`config.mk`:
```
export PLATFORM = sky130hd
export DESIGN_NAME = cache_ctrl
export DESIGN_NICKNAME = d
export VERILOG_FILES = /design/src/rtl/cache_ctrl.sv
export SDC_FILE = /design/constraint.sdc
export NUM_CORES = 1
export LEC_CHECK = 0
export ABC_AREA = 1
export ABC_CLOCK_PERIOD_IN_PS = 4950
export BUFFER_PORTS_ARGS = -buffer_cell sky130_fd_sc_hd__buf_2
export CAP_MARGIN = 20
export CORE_UTILIZATION = 41
export CTS_CLUSTER_DIAMETER = 80
export DETAILED_ROUTE_END_ITERATION = 10
export SLEW_MARGIN = 40
export SYNTH_ARGS = -nofsm -noshare
export SYNTH_HDL_FRONTEND = slang
export SYNTH_SLANG_ARGS = --single-unit
```
`constraint.sdc`:
```
create_clock -name clock -period 4.95 [get_ports clock]
set_input_delay 0.7425 -clock clock [delete_from_list [all_inputs] [get_ports clock]]
set_output_delay 0.7425 -clock clock [all_outputs]
set_load 0.02 [all_outputs]
```
`src/rtl/cache_ctrl.sv`:
```
// Controller for a 4-line fully associative write-back / write-allocate cache.
// It owns the tag, data, valid, dirty and LRU-age arrays and sequences lookup, writeback, fill and update.
module cache_ctrl #(
  parameter int ADDR_W = 7,
  parameter int DATA_W = 8
) (
  input  logic              clock,
  input  logic              resetn,
  input  logic              req_valid,
  input  logic              req_write,
  input  logic [ADDR_W-1:0] req_addr,
  input  logic [DATA_W-1:0] req_wdata,
  output logic              req_ready,
  output logic              resp_valid,
  output logic [DATA_W-1:0] resp_rdata,
  output logic              resp_hit,
  output logic              mem_rd,
  output logic              mem_wr,
  output logic [ADDR_W-1:0] mem_addr,
  output logic [DATA_W-1:0] mem_wdata,
  input  logic [DATA_W-1:0] mem_rdata,
  input  logic              mem_ready,
  output logic [3:0]        victim,
  output logic [2:0]        fsm_state
);

  // Handshake: a request is taken when req_valid && req_ready on a rising edge;
  // memory ops hold mem_rd/mem_wr until a cycle with mem_ready sampled high.
  typedef enum logic [2:0] {
    S_IDLE   = 3'd0,
    S_LOOKUP = 3'd1,
    S_WB     = 3'd2,
    S_FILL   = 3'd3,
    S_RESP   = 3'd4
  } state_t;

  state_t state, state_nx;

  logic [ADDR_W-1:0] tag_arr  [4];
  logic [DATA_W-1:0] data_arr [4];
  logic [1:0]        age      [4];
  logic [3:0]        vld;
  logic [3:0]        dirty;

  logic [ADDR_W-1:0] addr_q;
  logic [DATA_W-1:0] wdata_q;
  logic              write_q;
  logic              hit_q;

  logic [3:0] hit_vec;
  logic [3:0] sel_oh;
  logic [1:0] sel_idx;
  logic [1:0] vidx;

  always_comb begin
    hit_vec = '0;
    for (int i = 0; i < 4; i++) hit_vec[i] = vld[i] && (tag_arr[i] == addr_q);
  end

  // Victim choice: hit way, else lowest invalid way, else the oldest way.
  always_comb begin
    sel_oh  = '0;
    sel_idx = '0;
    if (|hit_vec) begin
      for (int i = 0; i < 4; i++) begin
        if (hit_vec[i]) begin
          sel_oh  = hit_vec;
          sel_idx = 2'(i);
        end
      end
    end else if (!(&vld)) begin
      for (int i = 3; i >= 0; i--) begin
        if (!vld[i]) begin
          sel_oh    = '0;
          sel_oh[i] = 1'b1;
          sel_idx   = 2'(i);
        end
      end
    end else begin
      for (int i = 0; i < 4; i++) begin
        if (age[i] == 2'd3) begin
          sel_oh    = '0;
          sel_oh[i] = 1'b1;
          sel_idx   = 2'(i);
        end
      end
    end
  end

  always_comb begin
    vidx = '0;
    for (int i = 0; i < 4; i++) if (victim[i]) vidx = 2'(i);
  end

  always_ff @(posedge clock or negedge resetn) begin
    if (!resetn) state <= S_IDLE;
    else         state <= state_nx;
  end

  always_comb begin
    state_nx = state;
    case (state)
      S_IDLE:   if (req_valid) state_nx = S_LOOKUP;
      S_LOOKUP: begin
        if (|hit_vec)                          state_nx = S_RESP;
        else if (vld[sel_idx] && dirty[sel_idx]) state_nx = S_WB;
        else if (write_q)                      state_nx = S_RESP;
        else                                   state_nx = S_FILL;
      end
      S_WB:     if (mem_ready) state_nx = write_q ? S_RESP : S_FILL;
      S_FILL:   if (mem_ready) state_nx = S_RESP;
      S_RESP:   state_nx = S_IDLE;
      default:  state_nx = S_IDLE;
    endcase
  end

  always_comb begin
    req_ready  = (state == S_IDLE);
    resp_valid = (state == S_RESP);
    resp_hit   = (state == S_RESP) && hit_q;
    resp_rdata = (state == S_RESP) ? data_arr[vidx] : '0;
    mem_wr     = (state == S_WB);
    mem_rd     = (state == S_FILL);
    mem_wdata  = (state == S_WB) ? data_arr[vidx] : '0;
    mem_addr   = '0;
    if (state == S_WB)   mem_addr = tag_arr[vidx];
    if (state == S_FILL) mem_addr = addr_q;
    fsm_state  = state;
  end

  always_ff @(posedge clock or negedge resetn) begin
    if (!resetn) begin
      addr_q  <= '0;
      wdata_q <= '0;
      write_q <= 1'b0;
      hit_q   <= 1'b0;
      victim  <= 4'b1000;
      vld     <= '0;
      dirty   <= '0;
      for (int i = 0; i < 4; i++) begin
        tag_arr[i]  <= '0;
        data_arr[i] <= '0;
        age[i]      <= 2'(i);
      end
    end else begin
      case (state)
        S_IDLE: begin
          if (req_valid) begin
            addr_q  <= req_addr;
            wdata_q <= req_wdata;
            write_q <= req_write;
          end
        end
        S_LOOKUP: begin
          victim <= sel_oh;
          hit_q  <= |hit_vec;
        end
        S_WB: if (mem_ready) dirty[vidx] <= 1'b0;
        S_FILL: begin
          if (mem_ready) begin
            data_arr[vidx] <= mem_rdata;
            tag_arr[vidx]  <= addr_q;
            vld[vidx]      <= 1'b1;
            dirty[vidx]    <= 1'b0;
          end
        end
        S_RESP: begin
          if (write_q) begin
            data_arr[vidx] <= wdata_q;
            tag_arr[vidx]  <= addr_q;
            vld[vidx]      <= 1'b1;
            dirty[vidx]    <= 1'b1;
          end
          // Ages younger than the accessed way shift up by one; accessed way becomes newest.
          for (int i = 0; i < 4; i++) begin
            if (2'(i) == vidx)        age[i] <= 2'd0;
            else if (age[i] < age[vidx]) age[i] <= age[i] + 2'd1;
          end
        end
        default: ;
      endcase
    end
  end

endmodule

```
==> flow_summary.yaml, run 1 <==
clock_network:
  ctsResizeCount: 0
  cts_tree: "yes"
  clk_path_buf_depth: 2
  cts_setup_buffers: 0
  cts_max_level: 3
  cts-root-buf: "clkbuf_16"
  clk_latency_ps: 360
  clk_pin_slew_ps: 70
  ctsHoldBuffers: 0
  cts.sinks: 100
  cts_buffers: 9
routing:
  post-route-drc-count: 0
  finalWirelength_mm: 15.16
  firstDrtPassIters: 5
  ant_nets: 0
  viasPerCell: 5.081
  wl_per_cell_um: 15.45
  drt_iter0_drc: 256
  vias: 4984
sta:
  final.period_utilization_pct: 70.02
  fmax_mhz: 288.5
  drv_slew: 0
  setup_ws_ps: 1484
  fin_crit_ps: 3466
  finalHoldViolCount: 0
  tightest_slew_ps: 781.5
  setup_tns_ps: 0
  relSlewSlack_pct: 47.84
  fin_skew_ps: 8.670
  rsz0062_at_grt: "false"
  setup_viol: 0
power:
  leakagePower_nw: 3.248
  p_sw_share_pct: 47.69
  internal-power_mw: 2.274
  clockPowerShare_pct: 16.2
  pwr-share-comb_pct: 50.1
  power_density_nw_per_um2: 703.1
  seq_power_share_pct: 33.7
  switching_power_mw: 2.073
  peakVddDrop_mv: 0.3235
job:
  maxCapViolations: 0
logic_synthesis:
  synth_top_area_share_pct: 43.46
  syn_avg_cell_area_um2: 7.255
  yosys_register_bits: 100
  post-synth-top-area-cell: "dfrtp_1"
  synth_cell_type_count: 37
  syn_nets: 790
  yosys-top-cells-area: "dfrtp_1 (43%), nand2_1 (16%), o21ai_0 (7.5%)"
  yosys_warnings: 0
  synth.yosys.seq_area_share_pct: 45.86
  syn_inst: 754
  syn_area_um2: 5470
finish:
  syn_to_final_growth_pct: 13.01
  layout_common_cells: "nand2_1 (240), dfrtp_1 (95), o21ai_0 (82), inv_1 (79), nor2_1 (77)"
  drive_gt1_share_pct: 16.07
  fillers: 1331
  final_common_cell: "nand2_1"
  finalCoreUtilization_pct: 48.20
  seqCellArea_um2: 2509
  stdcell_count: 981
  multi_input_area_um2: 2457
  n_antenna_cell: 0
  nets: 840
setup_path:
  worstPathArrival_ps: 2720
  ff2ff_setup_slack_ps: 1920
  cp_max_fo: 13
  required_ps: 4210
  worstSetupPathType: "reg2out"
  startpoint_type: "flop"
  cp-end-kind: "primary output"
floorplan:
  core_region_area_um2: 12820
  rows: 41
  die_x_um: 117.5
  die-area_um2: 13810
  dieHeight_um: 117.5
  floorplan.initialDensity_pct: 42.65
  ios: 63
global_routing:
  grt_pass1_vias: 4795
  grt_overflow: 0
  antenna_found_initial: 0
  grt_pass1_wl_mm: 24.88
  grt_max_degree: 61
  grt_use_total_pct: 23.18
placement:
  dp_slack_ps: 1869
  portBuffers: 62
  hpwl_mm: 10.72
  place_congestion: 0.8738
  dp.cells: 965
worst_hold_path:
  hp-class: "in2async"
outcome:
  status: "complete, no violations"
[critical path, cell delays in order, from the launching register on]
cell and delay [ps]:
dfrtp_1 400, nor2_2 170, inv_1 100, nor2_2 530, inv_1 440, o22ai_1 240, a21oi_1 60, o21ai_0 100
nand2_1 70, o21ai_0 80, buf_2 180
[final cells by class]
| class | count | share of cell area (%) |
|---|---|---|
| multi-input cells | 532 | 39.75 |
| flip-flops and latches | 100 | 40.58 |
| repair buffers | 69 | 5.970 |
| well taps | 172 | 3.481 |
| inverters | 92 | 5.586 |
| clock buffers | 10 | 3.866 |
| clock inverters | 6 | 0.7691 |
[metrics by stage]
step | area, um^2 | hold WS (ps) | total power [mW]
floorplan | 5470 | 436.7 | 3.068
global placement | 5889 | 450.6 | 3.613
detailed placement | 5892 | 458.9 | 3.666
CTS | 6178 | 476.4 | 4.374
global route | 6182 | 399.7 | 4.759
finish | 6182 | 353.9 | 4.347
[metal layers]
metal	wire length (um)	share of wire (%)	vias up	GRT usage [%]
met5	0	0	-	0
met4	326	2.2	0	8.333
met3	697	4.6	21	3.876
met2	6933	46	129	36.80
met1	7197	47	2342	31.94
li1	-	-	2492	-
[registers in the layout, summed over array words and instances, names as in the netlist, named ones only]
name	cells
hit_q	1
fsm_state	3
vld	4
write_q	1
addr_q	7
tag_arr	28
age	8
victim	4
wdata_q	8
data_arr	32
[synth_stat cells]
| cell | number |
|---|---|
| nand2_1 | 240 |
| dfrtp_1 | 95 |
| o21ai_0 | 82 |
| inv_1 | 79 |
| nor2_1 | 78 |
| a21oi_1 | 44 |
| o22ai_1 | 18 |
| inv_2 | 12 |
| clkbuf_1 | 11 |
| buf_4 | 10 |
| nand3_1 | 10 |
| o21ai_1 | 10 |
| buf_2 | 8 |
| ha_1 | 8 |
| nor2_2 | 8 |
| nand2_2 | 6 |
| dfstp_2 | 5 |
| o211ai_1 | 4 |
| or2_2 | 4 |
| a21oi_2 | 2 |
| nand3b_1 | 2 |
| nor2_4 | 2 |
| o21a_1 | 2 |
| a221oi_1 | 1 |
| a22oi_1 | 1 |
| and2_0 | 1 |
| clkbuf_2 | 1 |
| clkinv_1 | 1 |
| mux2_2 | 1 |
| nand3_2 | 1 |
| nand4_1 | 1 |
| nor3_1 | 1 |
| nor3_2 | 1 |
| o21ai_2 | 1 |
| o221ai_1 | 1 |
| o221ai_2 | 1 |
| o31ai_1 | 1 |
[final timing paths]
kind | startpoint | endpoint | cells past startpoint
min in group clock | data_arr[12] | data_arr[12] | 2
hold reg to reg | data_arr[12] | data_arr[12] | 2
setup reg to reg | victim[2] | age[2] | 14
hold / removal | resetn | tag_arr[10] | 1
setup / recovery | victim[2] | mem_addr[4] | 10
max in group asynchronous | resetn | data_arr[8] | 2
[kinds of logic after synthesis]
family	share of synthesized area, %
AND/OR/NAND/NOR	26.17
AO/OA/AOI/OAI	16.67
buffers and inverters	9.263
flip-flops	45.86
adder cells (fa/ha/maj)	1.830
multiplexers	0.2058
[power by group through the flow]
stage | Sequential (mW) | Combinational, mW | Clock, mW
6_report | 1.46 | 2.18 | 0.703
5_1_grt | 1.52 | 2.51 | 0.735
4_1_cts | 1.46 | 2.20 | 0.712
3_5_place_dp | 1.48 | 2.19 | 0
3_3_place_gp | 1.47 | 2.15 | 0
2_1_floorplan | 1.38 | 1.69 | 0
(Power assumes the default switching activity.)
==> run 2, diff against run 1 <==
--- a/config.mk
+++ b/config.mk
@@ -6,7 +6,7 @@
 export NUM_CORES = 1
 export LEC_CHECK = 0
 export ABC_AREA = 1
-export ABC_CLOCK_PERIOD_IN_PS = 4950
+export ABC_CLOCK_PERIOD_IN_PS = 3600
 export BUFFER_PORTS_ARGS = -buffer_cell sky130_fd_sc_hd__buf_2
 export CAP_MARGIN = 20
 export CORE_UTILIZATION = 41
==> constraint.sdc (replaced) <==
create_clock -name clock -period 3.6 [get_ports clock]
set_input_delay 0.54 -clock clock [delete_from_list [all_inputs] [get_ports clock]]
set_output_delay 0.54 -clock clock [all_outputs]
set_load 0.02 [all_outputs]
==> run 2 against run 1 <==
  * Clock skew fell by 2.7 ps
  * Global-route usage rose by 0.53 points
  * First-iteration DRC count rose by 39%
  * Die area did not move
  * Core utilization rose by 0.62 points
  * Critical path depth fell by 4
  * Combinational power rose by 40%
  * Critical path type unchanged
  * Largest power group unchanged
==> flow_summary.yaml, run 2 (same netlist as run 1, synthesis figures left out) <==
finish:
  n_antenna_cell: 0
  final_common_cell: "nand2_1"
  syn_to_final_growth_pct: 14.48
  layout_common_cells: "nand2_1 (240), dfrtp_1 (95), o21ai_0 (82), nor2_1 (78), inv_1 (78)"
  nets: 844
  drive_gt1_share_pct: 16.26
  largest-register: "data_arr"
  finalInstanceArea_um2: 6262
  largest_register_ffs: 32
  reg.largest.list: "data_arr x32, tag_arr x28"
clock_network:
  clk_path_buf_depth: 2
  ctsHoldBuffers: 0
  clk_pin_slew_ps: 70
  cts_setup_buffers: 0
  ctsResizeCount: 0
  cts_tree: "yes"
  clk_latency_ps: 350
  cts_buffers: 9
  cts_max_level: 3
  cts-root-buf: "clkbuf_16"
  cts.sinks: 100
power:
  internal-power_mw: 3.342
  peakVddDrop_mv: 0.2813
  seq_power_share_pct: 32.4
  power_density_nw_per_um2: 988.5
  leakagePower_nw: 3.291
  clockPowerShare_pct: 18.1
  switching_power_mw: 2.848
  p_sw_share_pct: 46.01
  pwr-share-comb_pct: 49.5
routing:
  vias: 4992
  finalWirelength_mm: 15.32
  ant_nets: 0
  firstDrtPassIters: 9
  wl_per_cell_um: 15.56
  post-route-drc-count: 0
  viasPerCell: 5.073
  drt_iter0_drc: 356
setup_path:
  worstSetupPathType: "reg2out"
  ff2ff_setup_slack_ps: 680
  cp-end-kind: "primary output"
  cpMostUsedCell: "nor2_2"
  worstPathArrival_ps: 2550
  slowest_delay_ps: 500
  required_ps: 3060
  cp_cell_sequence: "nor2_2, inv_2, nor2_2, clkinv_1, o22ai_1, buf_2"
  cpMaxStageDelayCell: "clkinv_1"
  r2r-end: "age[2]"
  startpoint_type: "flop"
  reg2reg_from: "victim[3]"
  r2r_cells: 11
  cp_max_fo: 10
  crit_path_start: "fsm_state[2]"
floorplan:
  floorplan.initialDensity_pct: 42.65
  ios: 63
  core_region_area_um2: 12820
  rows: 41
  die_x_um: 117.5
  dieHeight_um: 117.5
  die-area_um2: 13810
sta:
  rsz0062_at_grt: "false"
  tightest_slew_ps: 810.8
  relSlewSlack_pct: 45.61
  drv_slew: 0
  whs_ps: 133.1
  finalHoldViolCount: 0
  setup_tns_ps: 0
  final.period_utilization_pct: 85.90
  setup_ws_ps: 507.4
  fin_skew_ps: 5.975
  setup_viol: 0
  fin_crit_ps: 3093
  fmax_mhz: 323.4
global_routing:
  grt_pass1_wl_mm: 25.44
  grt_overflow: 0
  grt_use_total_pct: 23.72
  antenna_found_initial: 0
  grt_pass1_vias: 4908
  grt_max_degree: 58
placement:
  portBuffers: 62
  hpwl_mm: 10.54
  dp_slack_ps: 951.1
  placed_area_um2: 5919
  place_congestion: 0.8588
job:
  maxCapViolations: 0
outcome:
  status: "complete, no violations"
worst_hold_path:
  hp-class: "in2async"
[run 2: cell count changes in the layout (fill, tap and decap cells not counted)]
cell and delta:
clkinv_4 -2, nor2_2 -1, inv_6 -1, nor2_1 +1
buf_4 +4, bufinv_16 +3, inv_8 -1, clkinv_1 +1
inv_1 -1
[run 2: worst max path at each step]
stage                  endpoint  slack, ps  depth (start not counted)
floorplan                age[6]       1090                         12
global placement    mem_addr[6]       1010                          6
detailed placement  mem_addr[6]        950                          6
CTS                 mem_addr[6]        560                          6
global route        mem_addr[0]        350                          7
finish              mem_addr[6]        510                          6
[run 2: layout make-up]
cell class                      count  area [um^2]
Fill cell                        1295         6563
Multi-Input combinational cell    532         2455
Sequential cell                   100         2509
Clock buffer                       10        239.0
Tap cell                          172        215.2
Clock inverter                      5        100.1
Timing Repair Buffer               73        399.1
Inverter                           92        345.3
[run 2: power by group through the flow]
stage / clock (mW) / combinational [mW] / sequential, mW
final: 1.12 / 3.06 / 2.01
after global routing: 1.18 / 3.50 / 2.08
after CTS: 1.14 / 3.05 / 2.00
after detailed placement: 0 / 3.03 / 2.02
after global placement: 0 / 2.98 / 2.00
after floorplan: 0 / 2.32 / 1.89
[run 2: per-layer routing]
metal	routed length [um]	vias up	global-route usage [%]
li1	-	2494	-
met1	7163	2279	32.25
met2	6748	182	37.17
met3	912	37	3.391
met4	491	0	11.54
met5	0	-	0
[run 2: metrics by stage]
step	std cells	util [%]	power, mW
3_5_place_dp	969	46.16	5.052
5_1_grt	984	48.83	6.764
2_1_floorplan	754	-	4.219
3_3_place_gp	969	46.16	4.981
4_1_cts	984	48.80	6.202
6_report	984	48.83	6.190
[run 2: critical path, delay by kind of cell (launching register included)]
| family | cells | cell delay (ps) |
|---|---|---|
| compound gates | 1 | 330 |
| buf+inv | 3 | 800 |
| flops | 1 | 470 |
| simple gates | 2 | 590 |
